--- config.mk ---
export PLATFORM = sky130hd
export DESIGN_NAME = miso_word_averager
export DESIGN_NICKNAME = d
export VERILOG_FILES = /design/src/rtl/miso_word_averager.sv
export SDC_FILE = /design/constraint.sdc
export NUM_CORES = 1
export LEC_CHECK = 0
export CAP_MARGIN = 15
export CELL_PAD_IN_SITES_DETAIL_PLACEMENT = 0
export CELL_PAD_IN_SITES_GLOBAL_PLACEMENT = 1
export CORE_ASPECT_RATIO = 1.5
export CORE_MARGIN = 4
export CORE_UTILIZATION = 40
export DETAILED_ROUTE_END_ITERATION = 16
export PLACE_DENSITY = 0.87
export SYNTH_ARGS = -nofsm -noshare
export SYNTH_HDL_FRONTEND = slang
export SYNTH_SLANG_ARGS = --single-unit
--- constraint.sdc ---
create_clock -name i_clk -period 3.1 [get_ports i_clk]
set_input_delay 0.93 -clock i_clk [delete_from_list [all_inputs] [get_ports i_clk]]
set_output_delay 0.93 -clock i_clk [all_outputs]
set_load 0.05 [all_outputs]
--- src/rtl/miso_word_averager.sv ---
// ----------------------------------------------------------------------------
// miso_word_averager
// Averages blocks of N = 2^LOG2_SAMPLES unsigned words received from an SPI
// master MISO buffer. Each completed block produces a truncated average and
// the block maximum. A two-state output stage (EMPTY / PENDING) holds the
// result until the consumer takes it.
//
// Output handshake: o_avg_valid high means o_avg/o_max hold a result that has
// not been consumed; the result is consumed on a rising edge where both
// o_avg_valid and i_avg_ready are high (and i_clr is low). While o_avg_valid
// is high o_avg/o_max do not change unless a new result replaces the one
// consumed on that same edge. i_avg_ready is ignored when o_avg_valid is low.
// A result that completes while an unconsumed one is held and not being
// consumed is dropped, and o_overrun is set until i_clr or i_rst.
// ----------------------------------------------------------------------------
module miso_word_averager #(
   parameter int DATA_WIDTH   = 16,
   parameter int LOG2_SAMPLES = 3
) (
   input  logic                    i_clk,
   input  logic                    i_rst,
   input  logic [DATA_WIDTH-1:0]   i_data,
   input  logic                    i_data_valid,
   input  logic                    i_clr,
   output logic [DATA_WIDTH-1:0]   o_avg,
   output logic                    o_avg_valid,
   input  logic                    i_avg_ready,
   output logic [DATA_WIDTH-1:0]   o_max,
   output logic [LOG2_SAMPLES-1:0] o_sample_cnt,
   output logic                    o_overrun,
   output logic                    o_dbg_state
);

   // Accumulator is wide enough for N full-scale words, so it never wraps.
   localparam int ACC_W = DATA_WIDTH + LOG2_SAMPLES;

   typedef enum logic {
      EMPTY   = 1'b0,
      PENDING = 1'b1
   } state_t;

   state_t                  state;
   logic [ACC_W-1:0]        acc;
   logic [ACC_W-1:0]        acc_sum;
   logic [DATA_WIDTH-1:0]   run_max;
   logic [DATA_WIDTH-1:0]   blk_max;
   logic [DATA_WIDTH-1:0]   blk_avg;
   logic [LOG2_SAMPLES-1:0] sample_cnt;
   logic                    last_sample;
   logic                    block_done;

   // Running sum/max including the current word, and block completion detect.
   always_comb begin
      acc_sum     = acc + {{LOG2_SAMPLES{1'b0}}, i_data};
      blk_max     = (i_data > run_max) ? i_data : run_max;
      blk_avg     = acc_sum[ACC_W-1:LOG2_SAMPLES];
      last_sample = (sample_cnt == {LOG2_SAMPLES{1'b1}});
      block_done  = i_data_valid && !i_clr && last_sample;
   end

   // Block accumulation; the last word of a block restarts the block on the
   // same edge so back-to-back strobes lose nothing.
   always_ff @(posedge i_clk or posedge i_rst) begin
      if (i_rst) begin
         acc        <= '0;
         run_max    <= '0;
         sample_cnt <= '0;
      end else if (i_clr) begin
         acc        <= '0;
         run_max    <= '0;
         sample_cnt <= '0;
      end else if (i_data_valid) begin
         if (last_sample) begin
            acc        <= '0;
            run_max    <= '0;
            sample_cnt <= '0;
         end else begin
            acc        <= acc_sum;
            run_max    <= blk_max;
            sample_cnt <= sample_cnt + 1'b1;
         end
      end
   end

   // Output stage: holds one result, replaces it only when consumed on the
   // same edge, otherwise drops the newcomer and flags the overrun.
   always_ff @(posedge i_clk or posedge i_rst) begin
      if (i_rst) begin
         state       <= EMPTY;
         o_avg_valid <= 1'b0;
         o_avg       <= '0;
         o_max       <= '0;
         o_overrun   <= 1'b0;
      end else if (i_clr) begin
         state       <= EMPTY;
         o_avg_valid <= 1'b0;
         o_avg       <= '0;
         o_max       <= '0;
         o_overrun   <= 1'b0;
      end else begin
         case (state)
            EMPTY: begin
               if (block_done) begin
                  o_avg       <= blk_avg;
                  o_max       <= blk_max;
                  o_avg_valid <= 1'b1;
                  state       <= PENDING;
               end
            end
            PENDING: begin
               if (block_done) begin
                  if (i_avg_ready) begin
                     o_avg <= blk_avg;
                     o_max <= blk_max;
                  end else begin
                     o_overrun <= 1'b1;
                  end
               end else if (i_avg_ready) begin
                  o_avg_valid <= 1'b0;
                  state       <= EMPTY;
               end
            end
            default: begin
               state       <= EMPTY;
               o_avg_valid <= 1'b0;
            end
         endcase
      end
   end

   // Expose internal state for debug and external checkers.
   always_comb begin
      o_sample_cnt = sample_cnt;
      o_dbg_state  = state;
   end

endmodule

## Word-level counts from Yosys, hierarchy flattened

Index checks and enable logic that the tools add are counted.

| operators by class | value |
|---|---|
| add/sub/neg operators | 2 |
| order comparisons | 1 |
| equal/unequal tests | 6 |
| muxes and demuxes | 34 |
| bitwise logic cells | 1 |
| reductions and logical operators | 9 |

Operators with widths:

| operator | number |
|---|---|
| 16-bit 2-to-1 mux | 12 |
| 16-bit one-hot mux with 2 select lines | 2 |
| 19-bit 2-to-1 mux | 3 |
| 19-bit by 16-bit adder with 19-bit output | 1 |
| 16-bit greater-than comparator | 1 |
| 1-bit 2-to-1 mux | 12 |
| 3-bit 2-to-1 mux | 3 |
| 3-bit != test, second input constant | 3 |
| 3-bit AND reduction | 3 |
| 2-bit nonzero test | 3 |
| 1-bit one-hot mux with 2 select lines | 2 |
| 3-bit by 1-bit adder with 3-bit output, second input constant | 1 |
| 3-bit equality test, second input constant | 1 |
| 3-bit by 2-bit != test with 1-bit output, second input constant | 1 |
| 1-bit logical AND | 2 |
| 2-bit != test, second input constant | 1 |
| 1-bit zero test | 1 |
| 1-bit NOT | 1 |

| word-level totals | value |
|---|---|
| register bits after elaboration | 73 |
| input port bits | 21 |
| output and inout bits | 38 |
| word-level logic and storage cells | 61 |

## Depth between registers and ports, before layout

Gate-level depths: netlist (run 1).

| depth | value |
|---|---|
| depth in word-level cells | 6 |
| gate-level depth with buffers | 11 |
| depth with buffers taken out | 9 |

## Least setup slack after synthesis (run 1)

No wires, ideal clock.

| path | value |
|---|---|
| path kind | input-to-reg |
| start point | in i_data[0] |
| end point | reg acc[12] |
| arrival time | 2.650 ns |
| required time | 2.979 ns |
| slack | 0.329 ns |
| stages on the path | 9 |
| path buffers | 0 |
| path through | ha_1 > fa_1 > a211oi_1 > nor2_1 > o21ai_2 > a21oi_1 > a21oi_1 > xnor2_1 > a22o_1 |

| on the way | value |
|---|---|
| longest elaborated chain between the ends | 4 |

RTL lines:

| element | line | RTL |
|---|---|---|
| start, declared | 22 | `input logic [DATA_WIDTH-1:0] i_data,` |
| 19-bit by 16-bit adder with 19-bit output | 54 | `acc_sum = acc + {{LOG2_SAMPLES{1'b0}}, i_data};` |
| 19-bit 2-to-1 mux | 73 | `if (last_sample) begin` |
| 19-bit 2-to-1 mux | 72 | `end else if (i_data_valid) begin` |
| 19-bit 2-to-1 mux | 68 | `end else if (i_clr) begin` |
| end signal, assigned | 78 | `acc <= acc_sum;` |
| end, declared | 43 | `logic [ACC_W-1:0] acc;` |

Every way passes these cells. The select of a mux whose other input is x is not followed.
A chain may end at the register's enable or synchronous reset.

## Final worst setup path (run 1)

| path | value |
|---|---|
| start point | in i_data[8] |
| end point | reg o_max[1] |

| on the way | value |
|---|---|
| longest elaborated chain between the ends | 6 |
| elaborated cells between the ends (all ways) | 7 |
| those cells by class | order compare: 1; mux: 6 |

RTL lines:

| element | line | RTL |
|---|---|---|
| 16-bit greater-than comparator (*) | 55 | `blk_max = (i_data > run_max) ? i_data : run_max;` |
| 16-bit 2-to-1 mux (*) | 55 |  |
| 16-bit 2-to-1 mux | 112 | `if (i_avg_ready) begin` |
| 16-bit 2-to-1 mux | 111 | `if (block_done) begin` |
| 16-bit one-hot mux with 2 select lines (*) | 101 | `case (state)` |
| 16-bit 2-to-1 mux (*) | 94 | `end else if (i_clr) begin` |
| end signal, assigned | 105 | `o_max <= blk_max;` |
| end signal, assigned | 114 | `o_max <= blk_max;` |
| end, declared | 28 | `output logic [DATA_WIDTH-1:0] o_max,` |

Every way passes the cells marked *; elsewhere a longest branch is shown, timed or not. The select of a mux whose other input is x is not followed.

==> results of run 1 <==
-- registers in the layout, indices dropped and copies added, names as in the netlist --
register,cells
o_max,16
o_avg,16
o_overrun,1
run_max,16
o_dbg_state,1
o_avg_valid,1
acc,19
o_sample_cnt,3
-- timing repair --
item / 4_1_cts / 5_1_grt
endpoints found under the hold margin: 0 / 0
pin swaps: 2 / 1
endpoints found under the setup margin: 4 / 36
gates resized for setup: 2 / 5
setup buffers: 0 / 1
-- area by class of cell --
type                            count  share of cell area, %
Sequential cell                    73                   30.9
Tap cell                          147                   3.11
Inverter                           18                   1.14
Multi-Input combinational cell    354                   41.9
Timing Repair Buffer              114                   17.8
Clock buffer                       14                   4.63
Clock inverter                      2                  0.592
-- power groups by stage --
stage | sequential [mW] | clock, mW | combinational, mW
after floorplan | 1.05 | 0 | 0.465
after global placement | 1.05 | 0 | 0.714
after detailed placement | 1.06 | 0 | 0.733
after CTS | 1.04 | 1.10 | 0.744
after global routing | 1.05 | 1.15 | 0.826
final | 1.04 | 1.08 | 0.748
-- through the flow --
stage	worst slack [ns]	cell area, um2	util, %
2_1_floorplan	0.317	4520	-
4_1_cts	0.0331	5890	53.3
3_5_place_dp	-0.389	5580	50.5
3_3_place_gp	-0.269	5580	50.5
6_report	0.105	5920	53.5
5_1_grt	0.00499	5920	53.5
-- layer usage --
| metal | track usage (%) | vias up |
|---|---|---|
| met4 | 9.28 | 0 |
| met5 | 0 | - |
| met2 | 33.8 | 85 |
| li1 | - | 1897 |
| met1 | 21.5 | 1863 |
| met3 | 3.64 | 22 |
-- worst min path at each step --
stage,end,depth (start not counted),start
3_3_place_gp,acc[11]$_DFFE_PP0P_,2,acc[11]$_DFFE_PP0P_
4_1_cts,acc[9]$_DFFE_PP0P_,2,acc[9]$_DFFE_PP0P_
3_5_place_dp,acc[11]$_DFFE_PP0P_,2,acc[11]$_DFFE_PP0P_
6_report,acc[11]$_DFFE_PP0P_,2,acc[11]$_DFFE_PP0P_
2_1_floorplan,acc[11]$_DFFE_PP0P_,2,acc[11]$_DFFE_PP0P_
5_1_grt,run_max[15]$_DFFE_PP0P_,1,run_max[15]$_DFFE_PP0P_
-- logic make-up after synthesis --
| kind of cell | after synthesis | share of synthesized area [%] |
|---|---|---|
| AND/OR/NAND/NOR | 152 | 16.8 |
| XOR/XNOR | 15 | 2.91 |
| multiplexers | 17 | 3.77 |
| buffers and inverters | 45 | 5.32 |
| flip-flops | 73 | 40.4 |
| AO/OA/AOI/OAI | 135 | 20.9 |
| adder cells (fa/ha/maj) | 35 | 9.86 |
-- Yosys cell counts (all sizes together), types with 2 or more instances --
library cell	count
or3	2
a311oi	2
a211oi	18
a22o	12
and4	2
nand4	4
nand2	53
a211o	2
nor3	3
o311ai	2
nand2b	2
and2	2
o31a	2
clkbuf	18
mux2i	17
nor2	38
inv	18
o211ai	5
nand3b	14
o21a	3
nor2b	4
a21o	14
and3	14
xnor2	7
nor3b	5
a31oi	5
o21ba	12
buf	8
a31o	2
dfrtp	73
ha	34
xor2	8
o21ai	20
nand3	5
nand4b	2
a21oi	31
-- worst register-to-register path: stages (launching register included) --
cell and delay, ns:
dfrtp_1 0.39, ha_1 0.21, fa_1 0.42, a211oi_2 0.24, nor2_1 0.10, o21ai_2 0.22, buf_4 0.15, o21ai_0 0.13
xor2_1 0.19, a22o_1 0.20
==> impl_metrics.ini, run 1 <==
[status]
status = finished clean

[place]
placed_cells = 705
place_congestion = 0.859
port_buffers = 58
dp_hpwl_um = 8570

[setup_path]
slowest_delay_ns = 0.52
reg2reg_from = acc[0]$_DFFE_PP0P_
path_common_cell = a211oi_1
reg2reg_to = acc[10]$_DFFE_PP0P_
reg2regPathDepth = 9
worst_ep_arrival_time_ns = 3.21
setup.worst_path.end = o_max[1]$_DFFE_PP0P_
crit_start = i_data[8]
crit_type = in2reg
worst_ep_required_time_ns = 3.32
critPathCaptureType = flop
path_delay_family = buffers and inverters
cp_num_cells = 10
cp_max_fo = 22
rrSetupSlack_ns = 0.72
crit_chain = clkdlybuf4s50_1, ha_1, and4_1, nand3_1, a211oi_1, nor3_2, nor2_4, buf_12, mux2i_1, a211oi_1
startpoint_type = primary input
crit_buf_inv = 2
crit_slowest_cell = clkdlybuf4s50_1

[layout]
regArea_um2 = 1830
mostFrequentLayoutCell = dfrtp_1
layout.cells.non_filler = 722
area_growth_pct = 31.0
diodes = 0
multi_input_area_um2 = 2480
drive_above_1_share_pct = 16.5
final_nets = 626
final_cell_mix = dfrtp_1 (73), clkdlybuf4s50_1 (55), nand2_1 (53)
fillers = 1048

[timing]
period_minus_slack_ns = 2.99
worstMarginPinSlew_ns = 0.524
hold_violations = 0
finalMaxSlewViolations = 0
setup_violations = 0
rsz0062_at_grt = false
tns_ns = 0
whs_ns = 0.489
skew_ns = 0.00880
clock.fmax_ghz = 0.334
fin_crit_sh_pct = 96.6
slew_headroom_pct = 65.0

[routing]
drt_iter0_drc = 143
wl_met3_um = 527
vias = 3867
postRouteAntennaNets = 0
wl_per_cell_um = 16.6
wl_met2_um = 6490
vias_per_cell = 5.36
first_pass_iters = 4
wl_met1_um = 4680
wirelength_um = 12000
topRoutingLayerUsed = met4
remaining_drc_errors = 0

[grt]
grtUsageTotal_pct = 19.1
grt_antenna_before_repair = 0
grt_pass1_wl_um = 19600
grt_max_degree = 74
grt_pass1_vias = 4036
grt_overflow = 0

[flow_run]
maxCapViolations = 0

[logic_synthesis]
synth_top_area_share_pct = 40.4
ys_types = 55
yosys_warnings = 0
synth_area_leaders = dfrtp_1 (40%), ha_1 (9.4%), nand2_1 (4.4%)
synth_fp_nets = 528
netlist_area_um2 = 4520
ys_seq_area_share_pct = 40.4
ys_seq_elements = 73
synth_edf_count = 0
yosys.area.top_type = dfrtp_1
async_flop_share_pct = 100
avgSynthCellArea_um2 = 9.57
synthCells = 472
ys.flop_type = dfrtp_1

[power]
p_total_mw = 2.87
combPwrFrac_pct = 26.1
vdd_drop_max_v = 0.000260
p_switching_mw = 0.823
clkPwrFrac_pct = 37.7
sequentialPowerShare_pct = 36.3
internal-power_mw = 2.05
p_leak_nw = 2.79
p_sw_share_pct = 28.7
power.density_nw_per_um2 = 485

[cts]
cts_tree = yes
cts_hold_buf = 0
insertion_delay_ns = 0.34
clkSlewWorstSetupHoldPaths_ns = 0.06
cts_buffers = 9
clkSinkCount = 73
htree_num_levels = 3
cts_root_buffer = clkbuf_16
clockBufferDepth = 2

[floorplan]
num_rows = 47
initial_core_util_pct = 40.9
core_area_um2 = 11100
die_w_um = 94.8
dieArea_um2 = 13100
die-height_um = 138
top_level_ports = 59

[min_path]
worstHoldPathType = reg2reg
(Power assumes the default switching activity.)
==> inputs of run 2 (changes only) <==
Settings changed: SLEW_MARGIN set to 10.
==> results of run 2 <==
The final DEF is identical to that of run 1; final timing and power are the same.
